## src/rtl/cde_jtag_tap_ctrl.sv

```systemverilog
// IEEE 1149.1 TAP controller: 16-state FSM, instruction register, BYPASS and
// IDCODE data registers, and the final tdo mux feeding external DR cells.
module cde_jtag_tap_ctrl #(
    parameter int unsigned        IR_BITS      = 4,
    parameter logic [IR_BITS-1:0] IDCODE_INST  = IR_BITS'(1),
    parameter logic [IR_BITS-1:0] BYPASS_INST  = '1,
    parameter logic [31:0]        IDCODE_VALUE = 32'h1000_0001
) (
    input  logic               clk,
    input  logic               reset,
    input  logic               tms,
    input  logic               tdi,
    input  logic               tdo_dr,
    output logic               capture_dr,
    output logic               shift_dr,
    output logic               update_dr,
    output logic               capture_ir,
    output logic               shift_ir,
    output logic               update_ir,
    output logic               test_logic_reset,
    output logic [IR_BITS-1:0] instruction,
    output logic               bypass_sel,
    output logic               idcode_sel,
    output logic               tdo,
    output logic               tdo_en
);

    typedef enum logic [3:0] {
        TLR, RTI,
        SEL_DR, CAP_DR, SH_DR, EX1_DR, PAUSE_DR, EX2_DR, UPD_DR,
        SEL_IR, CAP_IR, SH_IR, EX1_IR, PAUSE_IR, EX2_IR, UPD_IR
    } state_t;

    localparam logic [IR_BITS-1:0] IR_CAPTURE = IR_BITS'(2'b01);

    state_t             state_q;
    state_t             state_d;
    logic [IR_BITS-1:0] ir_sr;
    logic               bypass_bit;
    logic [31:0]        idcode_sr;

    always_ff @(posedge clk or negedge reset) begin
        if (!reset) begin
            state_q <= TLR;
        end else begin
            state_q <= state_d;
        end
    end

    always_comb begin
        state_d = state_q;
        case (state_q)
            TLR:      state_d = tms ? TLR    : RTI;
            RTI:      state_d = tms ? SEL_DR : RTI;
            SEL_DR:   state_d = tms ? SEL_IR : CAP_DR;
            CAP_DR:   state_d = tms ? EX1_DR : SH_DR;
            SH_DR:    state_d = tms ? EX1_DR : SH_DR;
            EX1_DR:   state_d = tms ? UPD_DR : PAUSE_DR;
            PAUSE_DR: state_d = tms ? EX2_DR : PAUSE_DR;
            EX2_DR:   state_d = tms ? UPD_DR : SH_DR;
            UPD_DR:   state_d = tms ? SEL_DR : RTI;
            SEL_IR:   state_d = tms ? TLR    : CAP_IR;
            CAP_IR:   state_d = tms ? EX1_IR : SH_IR;
            SH_IR:    state_d = tms ? EX1_IR : SH_IR;
            EX1_IR:   state_d = tms ? UPD_IR : PAUSE_IR;
            PAUSE_IR: state_d = tms ? EX2_IR : PAUSE_IR;
            EX2_IR:   state_d = tms ? UPD_IR : SH_IR;
            UPD_IR:   state_d = tms ? SEL_DR : RTI;
            default:  state_d = TLR;
        endcase
    end

    // Strobes are flopped from the next state so each is a clean register
    // output covering exactly the cycles spent in its state.
    always_ff @(posedge clk or negedge reset) begin
        if (!reset) begin
            test_logic_reset <= 1'b1;
            capture_dr       <= 1'b0;
            shift_dr         <= 1'b0;
            update_dr        <= 1'b0;
            capture_ir       <= 1'b0;
            shift_ir         <= 1'b0;
            update_ir        <= 1'b0;
        end else begin
            test_logic_reset <= (state_d == TLR);
            capture_dr       <= (state_d == CAP_DR);
            shift_dr         <= (state_d == SH_DR);
            update_dr        <= (state_d == UPD_DR);
            capture_ir       <= (state_d == CAP_IR);
            shift_ir         <= (state_d == SH_IR);
            update_ir        <= (state_d == UPD_IR);
        end
    end

    always_ff @(posedge clk or negedge reset) begin
        if (!reset) begin
            ir_sr <= IDCODE_INST;
        end else if (state_q == CAP_IR) begin
            ir_sr <= IR_CAPTURE;
        end else if (state_q == SH_IR) begin
            ir_sr <= {tdi, ir_sr[IR_BITS-1:1]};
        end
    end

    always_ff @(posedge clk or negedge reset) begin
        if (!reset) begin
            instruction <= IDCODE_INST;
        end else if (state_d == TLR) begin
            instruction <= IDCODE_INST;
        end else if (state_q == UPD_IR) begin
            instruction <= ir_sr;
        end
    end

    assign bypass_sel = (instruction == BYPASS_INST);
    assign idcode_sel = (instruction == IDCODE_INST);

    always_ff @(posedge clk or negedge reset) begin
        if (!reset) begin
            bypass_bit <= 1'b0;
        end else if (bypass_sel && state_q == CAP_DR) begin
            bypass_bit <= 1'b0;
        end else if (bypass_sel && state_q == SH_DR) begin
            bypass_bit <= tdi;
        end
    end

    always_ff @(posedge clk or negedge reset) begin
        if (!reset) begin
            idcode_sr <= IDCODE_VALUE;
        end else if (idcode_sel && state_q == CAP_DR) begin
            idcode_sr <= IDCODE_VALUE;
        end else if (idcode_sel && state_q == SH_DR) begin
            idcode_sr <= {tdi, idcode_sr[31:1]};
        end
    end

    always_comb begin
        tdo = 1'b0;
        if (shift_ir) begin
            tdo = ir_sr[0];
        end else if (shift_dr) begin
            if (bypass_sel) begin
                tdo = bypass_bit;
            end else if (idcode_sel) begin
                tdo = idcode_sr[0];
            end else begin
                tdo = tdo_dr;
            end
        end
    end

    assign tdo_en = shift_dr | shift_ir;

endmodule

```

## config.mk

```make
export PLATFORM = sky130hd
export DESIGN_NAME = cde_jtag_tap_ctrl
export DESIGN_NICKNAME = d
export VERILOG_FILES = /design/src/rtl/cde_jtag_tap_ctrl.sv
export SDC_FILE = /design/constraint.sdc
export NUM_CORES = 1
export LEC_CHECK = 0
export BUFFER_PORTS_ARGS = -buffer_cell sky130_fd_sc_hd__buf_4
export CORE_MARGIN = 4
export CORE_UTILIZATION = 60
export DETAILED_ROUTE_END_ITERATION = 16
export PLACE_DENSITY = 0.85
export REMOVE_ABC_BUFFERS = 1
export SYNTH_ARGS = -nofsm -noshare
export SYNTH_HDL_FRONTEND = slang
export SYNTH_SLANG_ARGS = --single-unit
```

## constraint.sdc

```tcl
create_clock -name clk -period 4.1 [get_ports clk]
set_clock_uncertainty 0.1 [all_clocks]
set_input_delay 0.205 -clock clk [delete_from_list [all_inputs] [get_ports clk]]
set_output_delay 0.205 -clock clk [all_outputs]
set_load 0.05 [all_outputs]
```

# Yosys cells after proc, flatten, opt, wreduce, memory -nomap -nowiden
# Cells that the tools add are included.
[totals]
ff_bits = 52
latch_bits = 0
ram_bits = 0
romBits = 0
input_bits = 5
out_inout_bits = 15
wordCells = 74
n_memories = 0
[classes]
add_sub_neg = 0
multipliers = 0
div = 0
magnitude_cmp = 0
n_eq_ne = 23
shift = 0
mux = 25
n_bitwise = 1
reduce_logical = 13
[op_table]
columns = ["op", "n"]
rows = [
  ["$mux 32", 2],
  ["$eq 4x4->1 const B", 13],
  ["$pmux 4 s12", 1],
  ["$mux 4", 8],
  ["$eq 4x3->1 const B", 5],
  ["$eq 4x2->1 const B", 3],
  ["$mux 1", 9],
  ["$eq 4x1->1 const B", 2],
  ["$logic_not 4->1", 2],
  ["$reduce_bool 2->1", 4],
  ["$mux 2", 3],
  ["$mux 3", 2],
  ["$logic_and 1x1->1", 4],
  ["$reduce_or 2->1", 2],
  ["$reduce_or 3->1", 1],
  ["$or 1x1->1", 1],
]

# Logic depth before layout (Yosys ltp)
# Gate-level depths: netlist of run 1.
[logic_depth]
depth_word = 5
mapped_depth = 7
mapped_depth_nobuf = 6

# Worst setup path after synthesis of run 1
# No wires, ideal clock.
[synth_path]
path_kind = "reg2out"
from = "register instruction[1]"
to = "output port tdo"
arrival_time_ps = 2264
required_ps = 3795
setup_slack_ps = 1531
path_stages_with_launch = 5
path_cell_list = "dfrtp_1 > nor3_1 > a21o_1 > a22oi_1 > o31ai_1"
[synth_via]
elab_chain_len = 5
elab_cells_between_ends = 6
[synth_lines]
columns = ["item", "line_no", "rtl"]
rows = [
  ["start, declared", "21", "output logic [IR_BITS-1:0] instruction,"],
  ["start signal, assigned", "111", "instruction <= ir_sr;"],
  ["$eq 4x1->1", "116", "assign idcode_sel = (instruction == IDCODE_INST);"],
  ["$mux 1", "145", "end else if (idcode_sel) begin"],
  ["$mux 1 (*)", "143", "if (bypass_sel) begin"],
  ["$mux 1 (*)", "142", "end else if (shift_dr) begin"],
  ["$mux 1 (*)", "140", "if (shift_ir) begin"],
  ["end, declared", "24", "output logic tdo,"],
]
# Every way passes the cells marked *; elsewhere a longest branch is shown, timed or not.

# Worst setup path in the final report of run 1
[layout_path]
from = "register state_q[0]"
to = "register idcode_sr[15]"
[layout_via]
elab_chain_len = 3
elab_cells_between_ends = 6
[layout_lines]
columns = ["item", "line_no", "rtl"]
rows = [
  ["start, declared", "36", "state_t state_q;"],
  ["start signal, assigned", "46", "state_q <= state_d;"],
  ["$eq 4x2->1 or $eq 4x3->1 (tied branches)", "131, 133", ""],
  ["$logic_and 1x1->1, on equally long branches", "131, 133", ""],
  ["$mux 32 or $reduce_bool 2->1 (tied branches)", "--", ""],
  ["end signal, assigned", "134", "idcode_sr <= {tdi, idcode_sr[31:1]};"],
  ["end, declared", "40", "logic [31:0] idcode_sr;"],
]
# Parallel ways exist; a longest one is shown, timed or not.
# A chain may end at the register's enable or synchronous reset.

==> results.txt, run 1 <==
Wire per inst = 13.5 um
GR Overflow Total = 0
Final Setup Violations = 0
CTS tree = built
Max Root-Sink Buffers = 2
Sequential Area = 1310 um2
Initial Util = 64.0%
Post-Syn Instances = 248
DRC viols = 0
Slew margin rel. = 48.2%
Vias in the first global route = 1581
Fraction of registers with async set/reset = 100%
I/O pins = 20
Drt pass-1 iters = 4
Multi-input logic area = 932 um2
Status = finished, final reports clean
Fin nets = 263
Global-route wire length before repair = 7.33 mm
Routed vias = 1662
Register area share after synthesis = 53.8%
Crit-path max FO = 36
# fillers = 295
DR vias/cell = 5.41
CP arrival = 2.45 ns
Critical path startpoint category = flop
#FFs+latches synth = 52
Die Height = 71.7 um
Ratio of cells with drive above 1 in the final layout = 19.7%
Setup CP Type = reg -> reg
Clk_lat worst skew = 0.31 ns
Synth Warn # = 0
GRT Total Usage = 17.8%
Post-DP HPWL = 2.71 mm
Die Area = 5130 um2
Clk root buf = clkbuf_8
Initial antenna violation count = 0
Htree depth = 2
Top FF cell, synth = dfrtp_1
Final Hold Violating Endpoints = 0
Post-synth EDFFs = 0
Hold WC Path Type = in -> reg
Fmax = 0.420 GHz
Final GP Congestion = 0.780
Most common cell after layout, fill and taps aside = nand2_1
PwrDens = 717 nW/um2
Starting DRC count in detailed routing = 149
Cts bufs inserted = 5
Final WL = 4.15 mm
# port buffers = 19
RSZ-0062 raised after global routing = false
Hold WS = 0.0804 ns
Max_cap viols = 0
Setup TNS = 0 ns
Diode count = 0
Clock sink count = 52
Critical Path End Type = flop
Post-route ant nets = 0
Layout area overhead = 6.38%
Core area = 3800 um2
Largest net degree at the start of global routing = 53
Die W = 71.7 um
Yosys cell types = 47
Worst VDD drop = 0.000401 V
Worst EP required = 4.17 ns
Most frequent cells in the layout = nand2_1 (73), dfrtp_1 (47), o21ai_0 (31), buf_4 (21), nor2_1 (9)
Slew Limit Fails = 0
Mean Syn Cell Area = 9.80 um2
Final period utilization = 58.0%
Leakage dissipation = 1.18 nW
# rows = 22
Mapped Area = 2430 um2
Worst Max-Slew Pin Slew = 0.774 ns
Minimum clock period = 2.38 ns
Reg clk slew, reported paths = 0.10 ns
[area by class of cell]
cell class              instances  share of cell area, %
clock buffers                   5                   2.66
clock inverters                 3                   1.06
repair buffers                 22                   6.48
multi-input cells             171                   36.0
well taps                      48                   2.32
inverters                       6                  0.871
flip-flops and latches         52                   50.6
[sequential cells by signal (all words and copies together), names as in the netlist]
register	flops
idcode_sr	32
shift_dr	1
state_q	4
shift_ir	1
ir_sr	4
instruction	4
capture_dr	1
update_ir	1
bypass_bit	1
update_dr	1
test_logic_reset	1
capture_ir	1
[cells by family (layout without fill, tap and decap cells)]
group	Yosys count	count (layout)	share of synthesized area, %
simple gates	107	107	20.3
compound gates	58	58	15.4
flops	52	52	53.8
buf+inv	25	36	7.87
mux	5	5	2.32
xor+xnor	1	1	0.360
[report_power, final]
part / total [W] / switching, W / leakage (nW) / internal, W
sequential: 0.000789 / 0.000157 / 0.693 / 0.000633
clock: 0.000302 / 0.000176 / 0.0463 / 0.000126
combinational: 0.000763 / 0.000506 / 0.442 / 0.000257
[cell usage after synthesis, types with 2 or more instances]
| master | count | area [um2] |
|---|---|---|
| nand2_1 | 73 | 274 |
| dfrtp_1 | 47 | 1180 |
| o21ai_0 | 31 | 155 |
| buf_6 | 9 | 101 |
| nor2_1 | 9 | 33.8 |
| inv_1 | 6 | 22.5 |
| o21ai_2 | 6 | 52.6 |
| dfstp_2 | 5 | 131 |
| nor3_1 | 5 | 25.0 |
| a21oi_1 | 4 | 20.0 |
| buf_4 | 4 | 30.0 |
| nand2b_1 | 4 | 25.0 |
| buf_2 | 3 | 15.0 |
| mux2i_1 | 3 | 30.0 |
| nand3_1 | 3 | 15.0 |
| a211o_1 | 2 | 17.5 |
| a31oi_1 | 2 | 12.5 |
| clkbuf_1 | 2 | 7.51 |
| o21ai_1 | 2 | 10.0 |
[worst max-delay path, cell delays in order, from the launching register on]
cell and delay (ns):
dfrtp_1 0.63, and3b_4 0.32, o211ai_4 0.64, buf_4 0.40, o21ai_0 0.15
[stage by stage]
| stage | instances | power (W) | worst slack, ns | area, um2 | utilization (%) |
|---|---|---|---|---|---|
| final | 307 | 0.00185 | 1.72 | 2590 | 68.1 |
| after global routing | 307 | 0.00198 | 1.52 | 2590 | 68.1 |
| after CTS | 307 | 0.00186 | 1.72 | 2590 | 68.1 |
| after detailed placement | 298 | 0.00156 | 1.72 | 2480 | 65.3 |
| after global placement | 298 | 0.00153 | 1.83 | 2480 | 65.3 |
| after floorplan | 229 | 0.00134 | 1.53 | 2260 | - |
[per-layer routing]
layer | track usage, % | part of all wire (%) | vias to the layer above
met5 | 0 | 0 | -
met4 | 7.31 | 1.5 | 0
met3 | 2.24 | 2.3 | 5
met2 | 26.4 | 47 | 22
met1 | 26.3 | 49 | 790
li1 | - | - | 845
[worst paths after layout]
kind,from,end,slack [ns],cells after the start
max,state_q[0]$_DFF_PN0_,idcode_sr[15]$_DFFE_PN0P_,1.72,4
min,tdi,ir_sr[3]$_DFFE_PN0P_,0.08,3
max reg2reg,state_q[0]$_DFF_PN0_,idcode_sr[15]$_DFFE_PN0P_,1.72,4
min reg2reg,idcode_sr[0]$_DFFE_PN1P_,idcode_sr[0]$_DFFE_PN1P_,0.38,2
max in group asynchronous,reset,capture_ir$_DFF_PN0_,3.12,2
min in group asynchronous,reset,idcode_sr[24]$_DFFE_PN0P_,0.36,2
[what timing repair did]
action	in CTS	in global routing
endpoints found under the hold margin	47	0
setup endpoints to repair	0	0
buffers inserted	0	0
gates resized for setup	0	0
hold buffers	1	0
(Power assumes the default switching activity.)
==> inputs of run 2 (changes only) <==
--- a/config.mk
+++ b/config.mk
@@ -7,9 +7,9 @@
 export LEC_CHECK = 0
 export BUFFER_PORTS_ARGS = -buffer_cell sky130_fd_sc_hd__buf_4
 export CORE_MARGIN = 4
-export CORE_UTILIZATION = 60
+export CORE_UTILIZATION = 59
 export DETAILED_ROUTE_END_ITERATION = 16
-export PLACE_DENSITY = 0.85
+export PLACE_DENSITY = 0.84
 export REMOVE_ABC_BUFFERS = 1
 export SYNTH_ARGS = -nofsm -noshare
 export SYNTH_HDL_FRONTEND = slang
==> constraint.sdc (replaced) <==
create_clock -name clk -period 2.3 [get_ports clk]
set_clock_uncertainty 0.1 [all_clocks]
set_input_delay 0.115 -clock clk [delete_from_list [all_inputs] [get_ports clk]]
set_output_delay 0.115 -clock clk [all_outputs]
set_load 0.05 [all_outputs]
==> run 2 against run 1 <==
Cell count up 2.0%. Clock-buffer cell count unchanged. Sequential share of layout area down 1.0 points. Flip-flop and latch count unchanged. Final area up 2.0%. Fmax up 27%. Critical path depth unchanged. Combinational power up 82%. Largest power group unchanged. First-iteration DRC count down 7.4%. Critical endpoint is now idcode_sr[13]$_DFFE_PN0P_.
==> results.txt, run 2 (same netlist as run 1, synthesis figures left out) <==
Cts bufs inserted = 5 (unchanged)
Ratio of cells with drive above 1 in the final layout = 20.2% (+0.46 points)
Max Root-Sink Buffers = 2 (unchanged)
Crit-path max FO = 35 (-2.8%)
CTS tree = built
Final WL = 4.28 mm (+3.2%)
Crit-path cells = and3b_4 -> o211ai_4 -> buf_4 -> o21ai_0
Die W = 72.2 um (+0.75%)
# Post-CTS Setup Buffers = 0 (unchanged)
CP arrival = 1.95 ns (-0.50 ns)
Vias in the first global route = 1528 (-3.4%)
PostCTS Resize Cnt = 0 (unchanged)
Reg clk slew, reported paths = 0.10 ns (about the same)
Status = finished, final reports clean
DP Worst Slack = 0.455 ns (-1.27 ns)
Drt pass-1 iters = 5 (+1)
Die Height = 72.2 um (+0.75%)
Post-DP HPWL = 2.83 mm (+4.1%)
Initial Util = 60.8% (-3.2 points)
Final Hold Violating Endpoints = 0 (unchanged)
Diode count = 0 (unchanged)
Clk root buf = clkbuf_8
DRC viols = 0 (unchanged)
PwrDens = 1290 nW/um2 (+80%)
Most frequent cells in the layout = nand2_1 (73), dfrtp_1 (47), o21ai_0 (31), buf_4 (23), nor2_1 (9)
Placed instance count = 302 (+1.3%)
Worst VDD drop = 0.000585 V (+46%)
Final GP Congestion = 0.774 (-0.81%)
Layout area overhead = 8.54%
Most common cell after layout, fill and taps aside = nand2_1
# hold bufs at CTS = 3 (+2)
Initial antenna violation count = 0 (unchanged)
I/O pins = 20 (unchanged)
Htree depth = 2 (unchanged)
Post-route ant nets = 0 (unchanged)
Slew Limit Fails = 0 (unchanged)
CP max stage cell = dfrtp_1
Finished Layout Cells = 313 (+2.0%)
Largest net degree at the start of global routing = 53 (unchanged)
Max_cap viols = 0 (unchanged)
Minimum clock period = 1.87 ns (-0.511 ns)
Clk_lat worst skew = 0.31 ns (about the same)
Largest Register = idcode_sr
GRT Total Usage = 17.9% (+0.11 points)
Final period utilization = 81.2% (+23 points)
Final worst slack = 0.432 ns (-1.29 ns)
Critical path startpoint category = flop
Leakage dissipation = 1.21 nW (+2.1%)
# port buffers = 19 (unchanged)
Slew margin rel. = 57.7% (+9.5 points)
R2R Path End = idcode_sr[13]$_DFFE_PN0P_
Setup TNS = 0 ns (unchanged)
Clock sink count = 52 (unchanged)
Critical Path End Type = flop
Worst EP required = 2.38 ns (-1.79 ns)
Starting DRC count in detailed routing = 138 (-7.4%)
R2R setup slack = 0.43 ns (-1.29 ns)
Wire per inst = 13.7 um (+1.2%)
GR Overflow Total = 0 (unchanged)
Fin nets = 267 (+1.5%)
R2r startpoint = state_q[2]$_DFF_PN0_
RSZ-0062 raised after global routing = false
Core area = 4000 um2 (+5.3%)
Fmax = 0.535 GHz (+27%)
Worst Max-Slew Pin Slew = 0.635 ns (-0.139 ns)
Max FFs per register = 32 (unchanged)
Die Area = 5210 um2 (+1.5%)
Routed vias = 1734 (+4.3%)
Worst r2r path cells = 4 (unchanged)
Max incr delay on CP = 0.65 ns (about the same)
Global-route wire length before repair = 7.31 mm (-0.37%)
DR vias/cell = 5.54 (+2.3%)
Final Setup Violations = 0 (unchanged)
Hold WC Path Type = in -> async
# rows = 23 (+4.5%)
Setup CP Type = reg -> reg
==> run 2: changes by cell type in the layout (fill, tap and decap cells not counted) <==
| cell | previous run | this run |
|---|---|---|
| dlygate4sd3_1 | 1 | 3 |
| inv_8 | 1 | 0 |
| buf_4 | 21 | 23 |
| bufinv_16 | 0 | 1 |
| clkinv_2 | 0 | 1 |
| clkinv_4 | 1 | 0 |
==> run 2: metrics by stage <==
step,utilization (%),hold WS [ns],power (W),cell area [um2]
2_1_floorplan,-,-0.281,0.00238,2260
3_3_place_gp,62.4,0.0747,0.00276,2500
4_1_cts,66.0,0.289,0.00341,2640
5_1_grt,66.0,0.345,0.00362,2640
3_5_place_dp,62.4,0.0793,0.00280,2500
6_report,66.0,0.277,0.00341,2640
==> run 2: how the worst max path moves through the flow <==
stage                               startpoint                   endpoint  slack (ns)  cells after the start
floorplan           instruction[1]$_DFFE_PN0P_                        tdo       -0.18                      4
global placement          state_q[2]$_DFF_PN0_  idcode_sr[30]$_DFFE_PN0P_        0.53                      4
detailed placement        state_q[0]$_DFF_PN0_  idcode_sr[25]$_DFFE_PN0P_        0.45                      4
CTS                 instruction[1]$_DFFE_PN0P_                        tdo        0.42                      5
global route        instruction[1]$_DFFE_PN0P_                        tdo        0.29                      5
finish                    state_q[2]$_DFF_PN0_  idcode_sr[13]$_DFFE_PN0P_        0.43                      4
==> run 2: critical path: cells and delay by family, from the launching register on <==
kind,cells,cell delay (ns)
flip-flops,1,0.65
buffers and inverters,1,0.32
AND/OR/NAND/NOR,1,0.29
AO/OA/AOI/OAI,2,0.38
==> run 2: final cells by class <==
cell class,instances,area (um2)
clock inverter,3,42.5
inverter,6,22.5
timing repair buffer,26,203
clock buffer,5,68.8
fill,309,1360
tap,50,62.6
multi-input combinational,171,932
sequential,52,1310
==> run 2: per-layer routing <==
layer / global-route usage (%) / up-vias / routed length [um]
li1: - / 861 / -
met1: 26.2 / 831 / 1960
met2: 27.0 / 36 / 2100
met3: 3.46 / 6 / 156
met4: 5.64 / 0 / 60
met5: 0 / - / 0
==> run 2: report_power, final <==
group	switching, W	internal (W)	total, W
Combinational	0.000913	0.000476	0.00139
Sequential	0.000275	0.00113	0.00140
Clock	0.000292	0.000322	0.000614
==> inputs of run 3 (changes only) <==
--- a/config.mk
+++ b/config.mk
@@ -7,9 +7,9 @@
 export LEC_CHECK = 0
 export BUFFER_PORTS_ARGS = -buffer_cell sky130_fd_sc_hd__buf_4
 export CORE_MARGIN = 4
-export CORE_UTILIZATION = 59
+export CORE_UTILIZATION = 53
 export DETAILED_ROUTE_END_ITERATION = 16
-export PLACE_DENSITY = 0.84
+export PLACE_DENSITY = 0.8
 export REMOVE_ABC_BUFFERS = 1
 export SYNTH_ARGS = -nofsm -noshare
 export SYNTH_HDL_FRONTEND = slang
==> constraint.sdc (replaced) <==
create_clock -name clk -period 1.55 [get_ports clk]
set_clock_uncertainty 0.1 [all_clocks]
set_input_delay 0.0775 -clock clk [delete_from_list [all_inputs] [get_ports clk]]
set_output_delay 0.0775 -clock clk [all_outputs]
set_load 0.05 [all_outputs]
==> run 3 against run 2 <==
Sequential share of layout area fell by 13 points. Worst hold slack got worse by 0.027 ns. Non-clock buffer count rose by 39. Flip-flop and latch count did not move. Setup slack got worse by 0.71 ns. First-iteration DRC count rose by 41%. Sequential power rose by 46%. The flow now finishes with violations (negative setup slack). Cell count rose by 13%. Critical endpoint is now tdo. Clock-buffer cell count rose by 1. Register-to-register slack got worse by 0.62 ns. Combinational power rose to 3.4 times the previous value. Die area rose by 10%.
==> results.txt, run 3 (same netlist as run 1, synthesis figures left out) <==
Status = finished, violations left
Failing checks = negative setup slack
GRT Total Usage = 22.8% (+5.0 points)
Largest net degree at the start of global routing = 53 (unchanged)
Post-DP HPWL = 3.20 mm (+13%)
Layout area overhead = 47.9%
Worst Max-Slew Pin Slew = 0.639 ns (+0.00431 ns)
Core area = 4380 um2 (+9.6%)
Htree depth = 2 (unchanged)
Fin nets = 306 (+15%)
Initial Util = 55.5% (-5.3 points)
R2R setup slack = -0.19 ns (-0.62 ns)
Leakage dissipation = 1.62 nW (+34%)
Drt pass-1 iters = 6 (+1)
Crit-path max FO = 2 (-94%)
Max_cap viols = 0 (unchanged)
GR Overflow Total = 0 (unchanged)
Minimum clock period = 1.83 ns
Worst VDD drop = 0.00110 V (+88%)
Final GP Congestion = 0.870 (+12%)
Worst EP required = 1.37 ns (-1.01 ns)
Most frequent cells in the layout = dfrtp_1 (45), nand2_1 (41), buf_4 (39), nand2_4 (25), o21ai_2 (20)
Slew margin rel. = 57.4% (-0.29 points)
Cts bufs inserted = 5 (unchanged)
# rows = 24 (+4.3%)
CTS tree = built
DR vias/cell = 6.23 (+12%)
Vias in the first global route = 1994 (+30%)
Final WL = 7.73 mm (+81%)
Clock sink count = 52 (unchanged)
Fmax = 0.546 GHz
Clk_lat worst skew = 0.31 ns (about the same)
Final worst slack = -0.280 ns (-0.712 ns)
Most common cell after layout, fill and taps aside = dfrtp_1
# port buffers = 19 (unchanged)
Starting DRC count in detailed routing = 195 (+41%)
Critical path startpoint category = flop
Reg clk slew, reported paths = 0.10 ns (about the same)
Diode count = 0 (unchanged)
Setup CP Type = reg -> out
Die Height = 75.7 um (+4.9%)
Max Root-Sink Buffers = 2 (unchanged)
Hold WC Path Type = in -> async
Slew Limit Fails = 0 (unchanged)
Wire per inst = 21.8 um (+60%)
Ratio of cells with drive above 1 in the final layout = 53.0% (+33 points)
PwrDens = 2100 nW/um2 (+63%)
Die Area = 5730 um2 (+10%)
Area after detailed placement = 2710 um2 (+8.5%)
Initial antenna violation count = 0 (unchanged)
Final Setup Violations = 38 (+38)
Global-route wire length before repair = 9.92 mm (+36%)
CP arrival = 1.65 ns (-0.30 ns)
RSZ-0062 raised after global routing = true
Routed vias = 2204 (+27%)
Largest Register = idcode_sr
Die W = 75.7 um (+4.9%)
Max FFs per register = 32 (unchanged)
Final Cell Area = 3600 um2 (+36%)
Clk root buf = clkbuf_8
Setup TNS = -5.33 ns (-5.33 ns)
DRC viols = 0 (unchanged)
Final Hold Violating Endpoints = 0 (unchanged)
I/O pins = 20 (unchanged)
Critical Path End Type = primary output
Final period utilization = 118%
Post-route ant nets = 0 (unchanged)
run 3: cell count changes in the layout (fill, tap and decap cells not counted), sizes merged:
cell,delta
clkbuf,+3
buf,+37
bufinv,-1
run 3: area by class of cell:
class | instances | area (um2)
Clock buffer | 6 | 72.6
Multi-Input combinational cell | 171 | 1350
Sequential cell | 52 | 1310
Clock inverter | 2 | 16.3
Fill cell | 201 | 788
Inverter | 6 | 25.0
Timing Repair Buffer | 65 | 762
Tap cell | 52 | 65.1
run 3: worst paths after layout:
kind                                       startpoint                         to  cells after the start
max in group asynchronous                       reset       state_q[1]$_DFF_PN0_                      2
min in group clk             idcode_sr[0]$_DFFE_PN1P_   idcode_sr[0]$_DFFE_PN1P_                      2
max reg2reg                instruction[2]$_DFFE_PN0P_  idcode_sr[19]$_DFFE_PN0P_                      9
max                        instruction[1]$_DFFE_PN0P_                        tdo                      6
min                                             reset  idcode_sr[23]$_DFFE_PN0P_                      2
min reg2reg                  idcode_sr[0]$_DFFE_PN1P_   idcode_sr[0]$_DFFE_PN1P_                      2
run 3: power breakdown:
group | leakage [nW] | total, W | internal [W] | switching (W)
combinational | 0.887 | 0.00471 | 0.00220 | 0.00251
clock | 0.0414 | 0.000792 | 0.000322 | 0.000469
sequential | 0.691 | 0.00204 | 0.00168 | 0.000354
run 3: worst max-delay path, stage by stage, from the launching register on:
cell,delay (ns)
dfrtp_1,0.41
buf_6,0.13
and3_4,0.15
nand2_4,0.06
o21ai_1,0.08
o31ai_1,0.26
buf_4,0.24
run 3: metal layers:
metal | global-route usage, % | vias up | wire (um)
li1 | - | 950 | -
met1 | 30.3 | 1093 | 3030
met2 | 39.9 | 121 | 3830
met3 | 3.56 | 40 | 382
met4 | 4.27 | 0 | 482
met5 | 0 | - | 0
run 3: timing repair:
item / 4_1_cts / 5_1_grt
pin swaps: 28 / 30
resized for setup: 81 / 77
cloned: 8 / 1
setup endpoints to repair: 35 / 42
setup buffers: 8 / 2
endpoints found under the hold margin: 51 / 0
hold buffers: 3 / 0
run 3: through the flow:
stage               power, W  instances  worst slack (ns)  hold WS, ns  utilization [%]
floorplan            0.00353        229            -0.892       -0.318                -
global placement     0.00463        327           0.00774       0.0473             61.8
detailed placement   0.00471        327           -0.0756       0.0508             61.8
CTS                  0.00678        353            -0.238        0.246             75.1
global route         0.00782        354            -0.321        0.302             82.0
finish               0.00754        354            -0.280        0.250             82.0
